==> config.mk <==
export PLATFORM = sky130hd
export DESIGN_NAME = pu_sequencer
export DESIGN_NICKNAME = d
export VERILOG_FILES = /design/src/rtl/pu_sequencer_pkg.sv /design/src/rtl/pu_seq_addr_gen.sv /design/src/rtl/pu_sequencer.sv
export SDC_FILE = /design/constraint.sdc
export NUM_CORES = 1
export LEC_CHECK = 0
export BUFFER_PORTS_ARGS = -buffer_cell sky130_fd_sc_hd__buf_2
export CORE_MARGIN = 2
export CORE_UTILIZATION = 41
export DETAILED_ROUTE_END_ITERATION = 12
export PLACE_DENSITY = 0.76
export SETUP_SLACK_MARGIN = 0.1
export SLEW_MARGIN = 15
export SYNTH_ARGS = -nofsm -noshare
export SYNTH_HDL_FRONTEND = slang
export SYNTH_SLANG_ARGS = --single-unit
==> constraint.sdc <==
create_clock -name clk -period 1.7 [get_ports clk]
set_input_delay 0.085 -clock clk [delete_from_list [all_inputs] [get_ports clk]]
set_output_delay 0.085 -clock clk [all_outputs]
set_load 0.02 [all_outputs]
==> src/rtl/pu_sequencer_pkg.sv <==
// Shared types and widths for the PU layer sequencer.
package pu_sequencer_pkg;

    localparam int unsigned LANES  = 8;
    localparam int unsigned BYTE_W = 8;
    localparam int unsigned WORD_W = LANES * BYTE_W;

    typedef enum logic [1:0] {
        ST_IDLE,
        ST_ISSUE,
        ST_DRAIN,
        ST_DONE
    } state_t;

endpackage

==> src/rtl/pu_seq_addr_gen.sv <==
// Chunk/neuron/weight-address counters for the layer walk, with first/last flags.
module pu_seq_addr_gen #(
    parameter int unsigned NCHUNK = 4,
    parameter int unsigned NW     = 6,
    parameter int unsigned XAW    = 2,
    parameter int unsigned WAW    = 8
) (
    input  logic           clk,
    input  logic           rst_n,
    input  logic           load,
    input  logic           advance,
    input  logic [NW-1:0]  n_neurons,
    output logic [XAW-1:0] x_addr,
    output logic [WAW-1:0] w_addr,
    output logic [NW-1:0]  b_addr,
    output logic           first_c,
    output logic           last_c,
    output logic           final_c
);

    logic [NW-1:0] n_last;

    assign first_c = (x_addr == '0);
    assign last_c  = (x_addr == XAW'(NCHUNK - 1));
    assign final_c = last_c && (b_addr == n_last);

    // Chunk is the inner loop; w_addr simply counts so no multiply is needed.
    always_ff @(posedge clk or negedge rst_n) begin
        if (!rst_n) begin
            x_addr <= '0;
            w_addr <= '0;
            b_addr <= '0;
            n_last <= '0;
        end else if (load) begin
            x_addr <= '0;
            w_addr <= '0;
            b_addr <= '0;
            n_last <= n_neurons - NW'(1);
        end else if (advance) begin
            w_addr <= w_addr + WAW'(1);
            if (last_c) begin
                x_addr <= '0;
                b_addr <= b_addr + NW'(1);
            end else begin
                x_addr <= x_addr + XAW'(1);
            end
        end
    end

endmodule

==> src/rtl/pu_sequencer.sv <==
// Walks one PU through a layer: issues memory reads, feeds operands, captures activations.
module pu_sequencer
    import pu_sequencer_pkg::*;
#(
    parameter  int unsigned NCHUNK = 4,
    parameter  int unsigned NW     = 6,
    localparam int unsigned XAW    = (NCHUNK > 1) ? $clog2(NCHUNK) : 1,
    localparam int unsigned WAW    = NW + XAW
) (
    input  logic              clk,
    input  logic              rst_n,
    input  logic              start,
    input  logic [NW-1:0]     n_neurons,
    output logic              busy,
    output logic              done,
    output logic [XAW-1:0]    x_addr,
    output logic [WAW-1:0]    w_addr,
    output logic [NW-1:0]     b_addr,
    input  logic [WORD_W-1:0] x_rdata,
    input  logic [WORD_W-1:0] w_rdata,
    input  logic [BYTE_W-1:0] b_rdata,
    output logic [WORD_W-1:0] pu_x,
    output logic [WORD_W-1:0] pu_w,
    output logic [BYTE_W-1:0] pu_bias,
    output logic              pu_isfirst,
    input  logic [BYTE_W-1:0] pu_out,
    output logic              res_valid,
    output logic [NW-1:0]     res_idx,
    output logic [BYTE_W-1:0] res_data
);

    state_t        state;
    state_t        state_next;
    logic          drain_cnt;
    logic          load_c;
    logic          advance_c;
    logic          first_c;
    logic          last_c;
    logic          final_c;

    logic          s1_valid;
    logic          s1_first;
    logic          s1_last;
    logic [NW-1:0] s1_idx;
    logic          s2_valid;
    logic          s2_last;
    logic [NW-1:0] s2_idx;

    pu_seq_addr_gen #(
        .NCHUNK (NCHUNK),
        .NW     (NW),
        .XAW    (XAW),
        .WAW    (WAW)
    ) u_addr_gen (
        .clk       (clk),
        .rst_n     (rst_n),
        .load      (load_c),
        .advance   (advance_c),
        .n_neurons (n_neurons),
        .x_addr    (x_addr),
        .w_addr    (w_addr),
        .b_addr    (b_addr),
        .first_c   (first_c),
        .last_c    (last_c),
        .final_c   (final_c)
    );

    // Next-state and counter controls.
    always_comb begin
        state_next = state;
        load_c     = 1'b0;
        advance_c  = 1'b0;
        case (state)
            ST_IDLE: begin
                if (start) begin
                    if (n_neurons != '0) begin
                        state_next = ST_ISSUE;
                        load_c     = 1'b1;
                    end else begin
                        state_next = ST_DONE;
                    end
                end
            end
            ST_ISSUE: begin
                if (final_c) begin
                    state_next = ST_DRAIN;
                end else begin
                    advance_c = 1'b1;
                end
            end
            ST_DRAIN: begin
                if (drain_cnt) begin
                    state_next = ST_DONE;
                end
            end
            ST_DONE: begin
                state_next = ST_IDLE;
            end
            default: begin
                state_next = ST_IDLE;
            end
        endcase
    end

    // State register; busy/done are registered from the next state.
    always_ff @(posedge clk or negedge rst_n) begin
        if (!rst_n) begin
            state     <= ST_IDLE;
            drain_cnt <= 1'b0;
            busy      <= 1'b0;
            done      <= 1'b0;
        end else begin
            state     <= state_next;
            drain_cnt <= (state == ST_DRAIN) && !drain_cnt;
            busy      <= (state_next != ST_IDLE);
            done      <= (state_next == ST_DONE);
        end
    end

    // Operand pipeline; bubbles present zero operands with isfirst set so the
    // PU accumulator restarts cleanly at the next neuron.
    always_ff @(posedge clk or negedge rst_n) begin
        if (!rst_n) begin
            s1_valid   <= 1'b0;
            s1_first   <= 1'b0;
            s1_last    <= 1'b0;
            s1_idx     <= '0;
            s2_valid   <= 1'b0;
            s2_last    <= 1'b0;
            s2_idx     <= '0;
            pu_x       <= '0;
            pu_w       <= '0;
            pu_bias    <= '0;
            pu_isfirst <= 1'b1;
            res_valid  <= 1'b0;
            res_idx    <= '0;
            res_data   <= '0;
        end else begin
            s1_valid <= (state == ST_ISSUE);
            s1_first <= first_c;
            s1_last  <= last_c;
            s1_idx   <= b_addr;
            s2_valid <= s1_valid;
            s2_last  <= s1_last;
            s2_idx   <= s1_idx;
            if (s1_valid) begin
                pu_x       <= x_rdata;
                pu_w       <= w_rdata;
                pu_bias    <= b_rdata;
                pu_isfirst <= s1_first;
            end else begin
                pu_x       <= '0;
                pu_w       <= '0;
                pu_bias    <= '0;
                pu_isfirst <= 1'b1;
            end
            res_valid <= s2_valid && s2_last;
            if (s2_valid && s2_last) begin
                res_data <= pu_out;
                res_idx  <= s2_idx;
            end
        end
    end

endmodule

* Word level (Yosys, flattened, before mapping)
Index checks and enable logic that the tools add are counted.
** Storage, ports and cells
- Register bits :: 196
- Input bits :: 153
- Bits in writable memories :: 0
- Memories :: 0
- Latch bits :: 0
- Logic and storage cells :: 65
- Output and inout bits :: 170
- ROM bits :: 0
** Cells by class
- Bitwise operators :: 0
- Multiplexer cells :: 22
- $mul :: 0
- Shifts and indexed selects :: 0
- $add $sub $neg :: 4
- Reduce and logical (&&, ||, !) cells :: 11
- Order comparisons :: 0
- Div/mod/pow operators :: 0
- Eq/ne operators :: 6
** Operators by type and width (number)
- $mux W64 :: 2
- $mux W8 :: 3
- $mux W6 :: 3
- $mux W2 :: 7
- $add A8 B1 Y8 const B :: 1
- $eq A2 B2 Y1 const B :: 4
- $pmux W2 S4 :: 1
- $add A6 B1 Y6 const B :: 1
- $eq A6 B6 Y1 :: 1
- $mux W1 :: 6
- $reduce_bool A2 Y1 :: 3
- $reduce_bool A6 Y1 :: 1
- $sub A6 B1 Y6 const B :: 1
- $logic_not A2 Y1 :: 2
- $logic_and A1 B1 Y1 :: 3
- $add A2 B1 Y2 const B :: 1
- $eq A2 B1 Y1 const B :: 1
- $reduce_and A2 Y1 :: 1
- $logic_not A1 Y1 :: 1

* Logic depth before layout (Yosys ltp)
- Depth in word-level cells :: 6
- Depth in mapped cells :: 8
- Mapped depth without buffers :: 7

* Hierarchy
A second synthesis with hierarchy kept.
** Unflattened totals
- Cells, all modules :: 479
- Area total of the unflattened synthesis :: 6731.5 µm²
** Modules (own cells, without submodules)
- pu_sequencer :: sequential area each 4355.4 µm², area each 5581.6 µm², instances 1, cells each 363
- pu_seq_addr_gen :: sequential area each 550.5 µm², area each 1149.9 µm², instances 1, cells each 116

* Least setup slack after synthesis
No wires, ideal clock.
- Path kind :: register to register
- Start :: reg u_addr_gen.x_addr[0]
- End :: reg u_addr_gen.b_addr[3]
- Setup time :: 119 ps
- Arrival time :: 1789 ps
- Clock period less this slack :: 1908 ps
- Buffers on the path :: 0
- Setup slack :: -208 ps
- Cell stages (with the launch flop) :: 6
- Data required time :: 1581 ps
- Cells stage by stage :: dfrtp_1 > ha_1 > nand4_2 > o211ai_4 > mux2_2 > a21o_2
** Between the ends
- Cells in the longest elaborated chain, start to end :: 6
- Elaborated cells between the ends (all ways) :: 7
- Classes of those cells :: eq/ne: 1; mux: 2; reduce/logical: 4
** RTL lines
- start: declaration :: line pu_seq_addr_gen.sv:13 : output logic [XAW-1:0] x_addr,
- start signal: assignment :: line pu_seq_addr_gen.sv:45 : x_addr <= x_addr + XAW'(1);
- $eq A2 B2 Y1 (*) :: line pu_seq_addr_gen.sv:24 : assign last_c = (x_addr == XAW'(NCHUNK - 1));
- via last_c :: line pu_sequencer.sv:38 : logic last_c;
- $logic_and A1 B1 Y1 :: line pu_seq_addr_gen.sv:25 : assign final_c = last_c && (b_addr == n_last);
- $mux W1 :: line pu_sequencer.sv:85 : if (final_c) begin
- $mux W1 :: line pu_sequencer.sv:73 : case (state)
- $reduce_bool A2 Y1 (no source line)
- $reduce_and A2 Y1 (no source line) (*)
- end signal: assignment :: line pu_seq_addr_gen.sv:43 : b_addr <= b_addr + NW'(1);
- end: declaration :: line pu_seq_addr_gen.sv:15 : output logic [NW-1:0] b_addr,
The timed path passes the listed nets; every way through them passes the cells marked *.
A chain may end at the register's enable or synchronous reset.

* Worst setup path after layout
- Start :: reg u_addr_gen.b_addr[3]
- End :: reg u_addr_gen.b_addr[3]
** Between the ends
- Cells in the longest elaborated chain, start to end :: 6
- Elaborated cells between the ends (all ways) :: 10
- Classes of those cells :: add/sub: 1; eq/ne: 1; mux: 5; reduce/logical: 3
** RTL lines
- parallel branches: the longest is 6 deep, another holds $add A6 B1 Y6
Parallel ways; which one is timed is not known. The select of a mux whose other input is x is not followed.

==> metrics.txt <==
status finished, final reports clean; Placer Congestion 0.839; clk_lat worst skew 0.43 ns; Die Footprint 17400 µm²; Core Area around 16000 µm²; CTS buffer count 17; max-slew violations 0; worst-margin pin slew ~0.61 ns; Worst Setup Path Type register to register; post-route cell area 10900 µm²; DR vias/cell 4.54; post-synthesis simple-gate area fraction about 16%; total number of vias 5458; metal3 WL 1170 µm; maxcap violations 0; die height 132 µm; crit-path max FO 4; Synth Register Bits 196; area fraction of the dominant cell type after synthesis 72.6%; top cells by area, synth dfrtp_1 73%, and2_1 13%, mux2_2 2.5%; Cell variety after synth 40; initial drt markers 252; Sw Ratio between 30% and 40%; num rows 46; post-synthesis sequential area ratio 73.0%; fin crit share a little over nine tenths; met2 WL post-DR between 10000 and 15000 µm; HPWL Detailed 11900 µm; setup_tns 0 ns; layout cells sized above 1 between 40% and 50%; DP Area 8780 µm²; ys async rst share 100%; max_slew headroom 59.6%; DR WL/cell 16.6 µm; Synth Flop Type dfrtp_1; Clock Sinks 196; count leader, synth dfrtp_1; Commonest cells post-synth 195 x dfrtp_1, 137 x and2_1, 16 x clkbuf_1; Yosys warnings 0; Detailed Routing Iterations Pass 1 4; Tot Pwr 15600 µW; proportion of synthesized area in mux cells 2.66%; Initial Util 42.2%; total gr overflow 0; DRC 0; Synth Area in Adders 0.931%; fillers 1104; gr usage total 23.3%; Syn Nets approximately 640; CP Launch Type register; Post-synth EDFFs 0; vias in the first global route approximately 6000; time the worst path needs with I/O delays and setup 1.63 ns; Root Driver clkbuf_16; Net Sw Power around 5500 µW; power share of the sequential group 42.1%; RSZ-0062 raised after global routing true; Worst EP arrival 1.95 ns; max layer used met4; worst path required time 2.02 ns; Synth Area in Compound Gates under 10%; biggest area consumer among synthesized cells dfrtp_1; largest family of logic cells by synthesized area simple AND/OR/NAND/NOR gates; Die W about 130 µm; Comb power frac 33.2%; Post-Synth XOR/XNOR Area 1.43%; Final #Nets 1132; Final Hold Fails 0; clk_skew between 0.008 and 0.009 ns; Highest Clock Rate 614 MHz; Post-DRT Antenna Nets 0; final setup fails 0; P per Cell Area approximately 1400 nW/µm²; IO buf count roughly 320; Clock Tree Buf Depth 2; Lkg Pwr 0.00546 µW; H-tree Lvls 4; initial antenna violation count 1; TritonCTS clock tree built; io pins 323; largest net degree at the start of global routing 139; worst ir drop on vdd 0.975 mV; synthesized area per cell 14.1 µm²; Critical Path End Type register; r2r setup slk 0.07 ns; Mapped Cells 477; Post-Route WL 20000 µm; met1 wire length around 7500 µm; clock share of power 24.8%; fin util 68.4%; Mapped Area 6720 µm²; Clock transition at path regs 0.07 ns; Worst Hold Class input port to register; first-pass GRT wire length 31300 µm; Int Power 10100 µW; Layout Area Growth over Synthesis 62.1%
## cells in the final DEF, fill, tap and decap left out, types with 2 or more instances in the layout
cell / count
a21oi_1: 5
a21oi_2: 2
and2_1: 137
buf_12: 2
buf_2: 321
buf_4: 25
clkbuf_1: 2
clkbuf_16: 17
clkinvlp_4: 4
dfrtp_1: 188
dfrtp_2: 6
dlygate4sd3_1: 149
ha_1: 4
inv_1: 11
inv_6: 4
inv_8: 2
mux2_2: 14
nand2_1: 11
nand2b_1: 2
nand3_1: 7
nand4_1: 2
nor2_1: 6
nor3_1: 5
o211ai_1: 6
o21ai_0: 10
o31ai_1: 7
xnor2_1: 4
xnor2_2: 4
xor2_1: 3
## metal layers
layer | GRT usage [%] | up-vias
li1 | - | 2525
met1 | 25.9 | 2644
met2 | 41.3 | 230
met3 | 5.96 | 59
met4 | 11.7 | 0
met5 | 0 | -
## state kept, by name (all words and copies together) (netlist names), 2 cells and up
register and flops:
u_addr_gen.w_addr 8, u_addr_gen.x_addr 2, res_idx 6, u_addr_gen.n_last 6
s2_idx 6, u_addr_gen.b_addr 6, pu_bias 8, pu_w 64
pu_x 64, s1_idx 6, state 2, res_data 8
## per-stage QoR
stage          cells  hold WS (ns)  setup slack [ns]
4_1_cts         1201       0.00209            0.0555
6_report        1203        0.0214            0.0709
5_1_grt         1203        0.0539          -0.00632
3_3_place_gp    1019        0.0588           -0.0929
3_5_place_dp    1019        0.0563           -0.0979
2_1_floorplan    477        -0.211           -0.0514
## path summary, 6_finish.rpt
check | start | to | cells past startpoint
max | u_addr_gen.b_addr[3]$_DFFE_PN0P_ | u_addr_gen.b_addr[3]$_DFFE_PN0P_ | 5
min reg2reg | s1_idx[0]$_DFF_PN0_ | s2_idx[0]$_DFF_PN0_ | 0
min | n_neurons[5] | u_addr_gen.n_last[5]$_DFFE_PN0N_ | 3
max in group asynchronous | rst_n | u_addr_gen.b_addr[4]$_DFFE_PN0P_ | 3
max reg2reg | u_addr_gen.b_addr[3]$_DFFE_PN0P_ | u_addr_gen.b_addr[3]$_DFFE_PN0P_ | 5
min in group asynchronous | rst_n | res_idx[1]$_DFFE_PN0P_ | 2
## critical path, cell delays in order, from the launching register on
cell	delay, ns
dfrtp_2	0.43
xnor2_2	0.17
nand4_2	0.17
o211ai_4	0.25
mux2_4	0.32
a21o_2	0.19
## area by class of cell
class | count | area [µm²] | area share, %
flip-flops and latches | 196 | 4920 | 45.1
clock inverters | 12 | 123 | 1.13
repair buffers | 499 | 3370 | 30.9
clock buffers | 19 | 433 | 3.97
well taps | 216 | 270 | 2.48
multi-input cells | 249 | 1740 | 16.0
inverters | 11 | 41.3 | 0.379
diodes | 1 | 2.50 | 0.0230
## logic make-up after synthesis
kind of cell             Yosys count
AND/OR/NAND/NOR                  180
adder cells (fa/ha/maj)            5
multiplexers                      16
AO/OA/AOI/OAI                     37
flip-flops                       196
buffers and inverters             32
XOR/XNOR                          11
## repair_timing
item | 4_1_cts | 5_1_grt
buffers inserted | 2 | 1
setup endpoints to repair | 9 | 26
hold buffers | 149 | 0
pin swaps | 4 | 1
gates cloned | 0 | 0
endpoints found under the hold margin | 323 | 0
resized for setup | 2 | 2
## power by group through the flow
stage	Sequential, µW	Combinational [µW]	Clock (µW)
floorplan	7870	1540	0
global placement	6660	4580	0
detailed placement	6700	4650	0
CTS	6630	4990	3920
global route	6710	5570	4120
finish	6570	5180	3870
No activity file was read; power rests on OpenSTA's default activity.
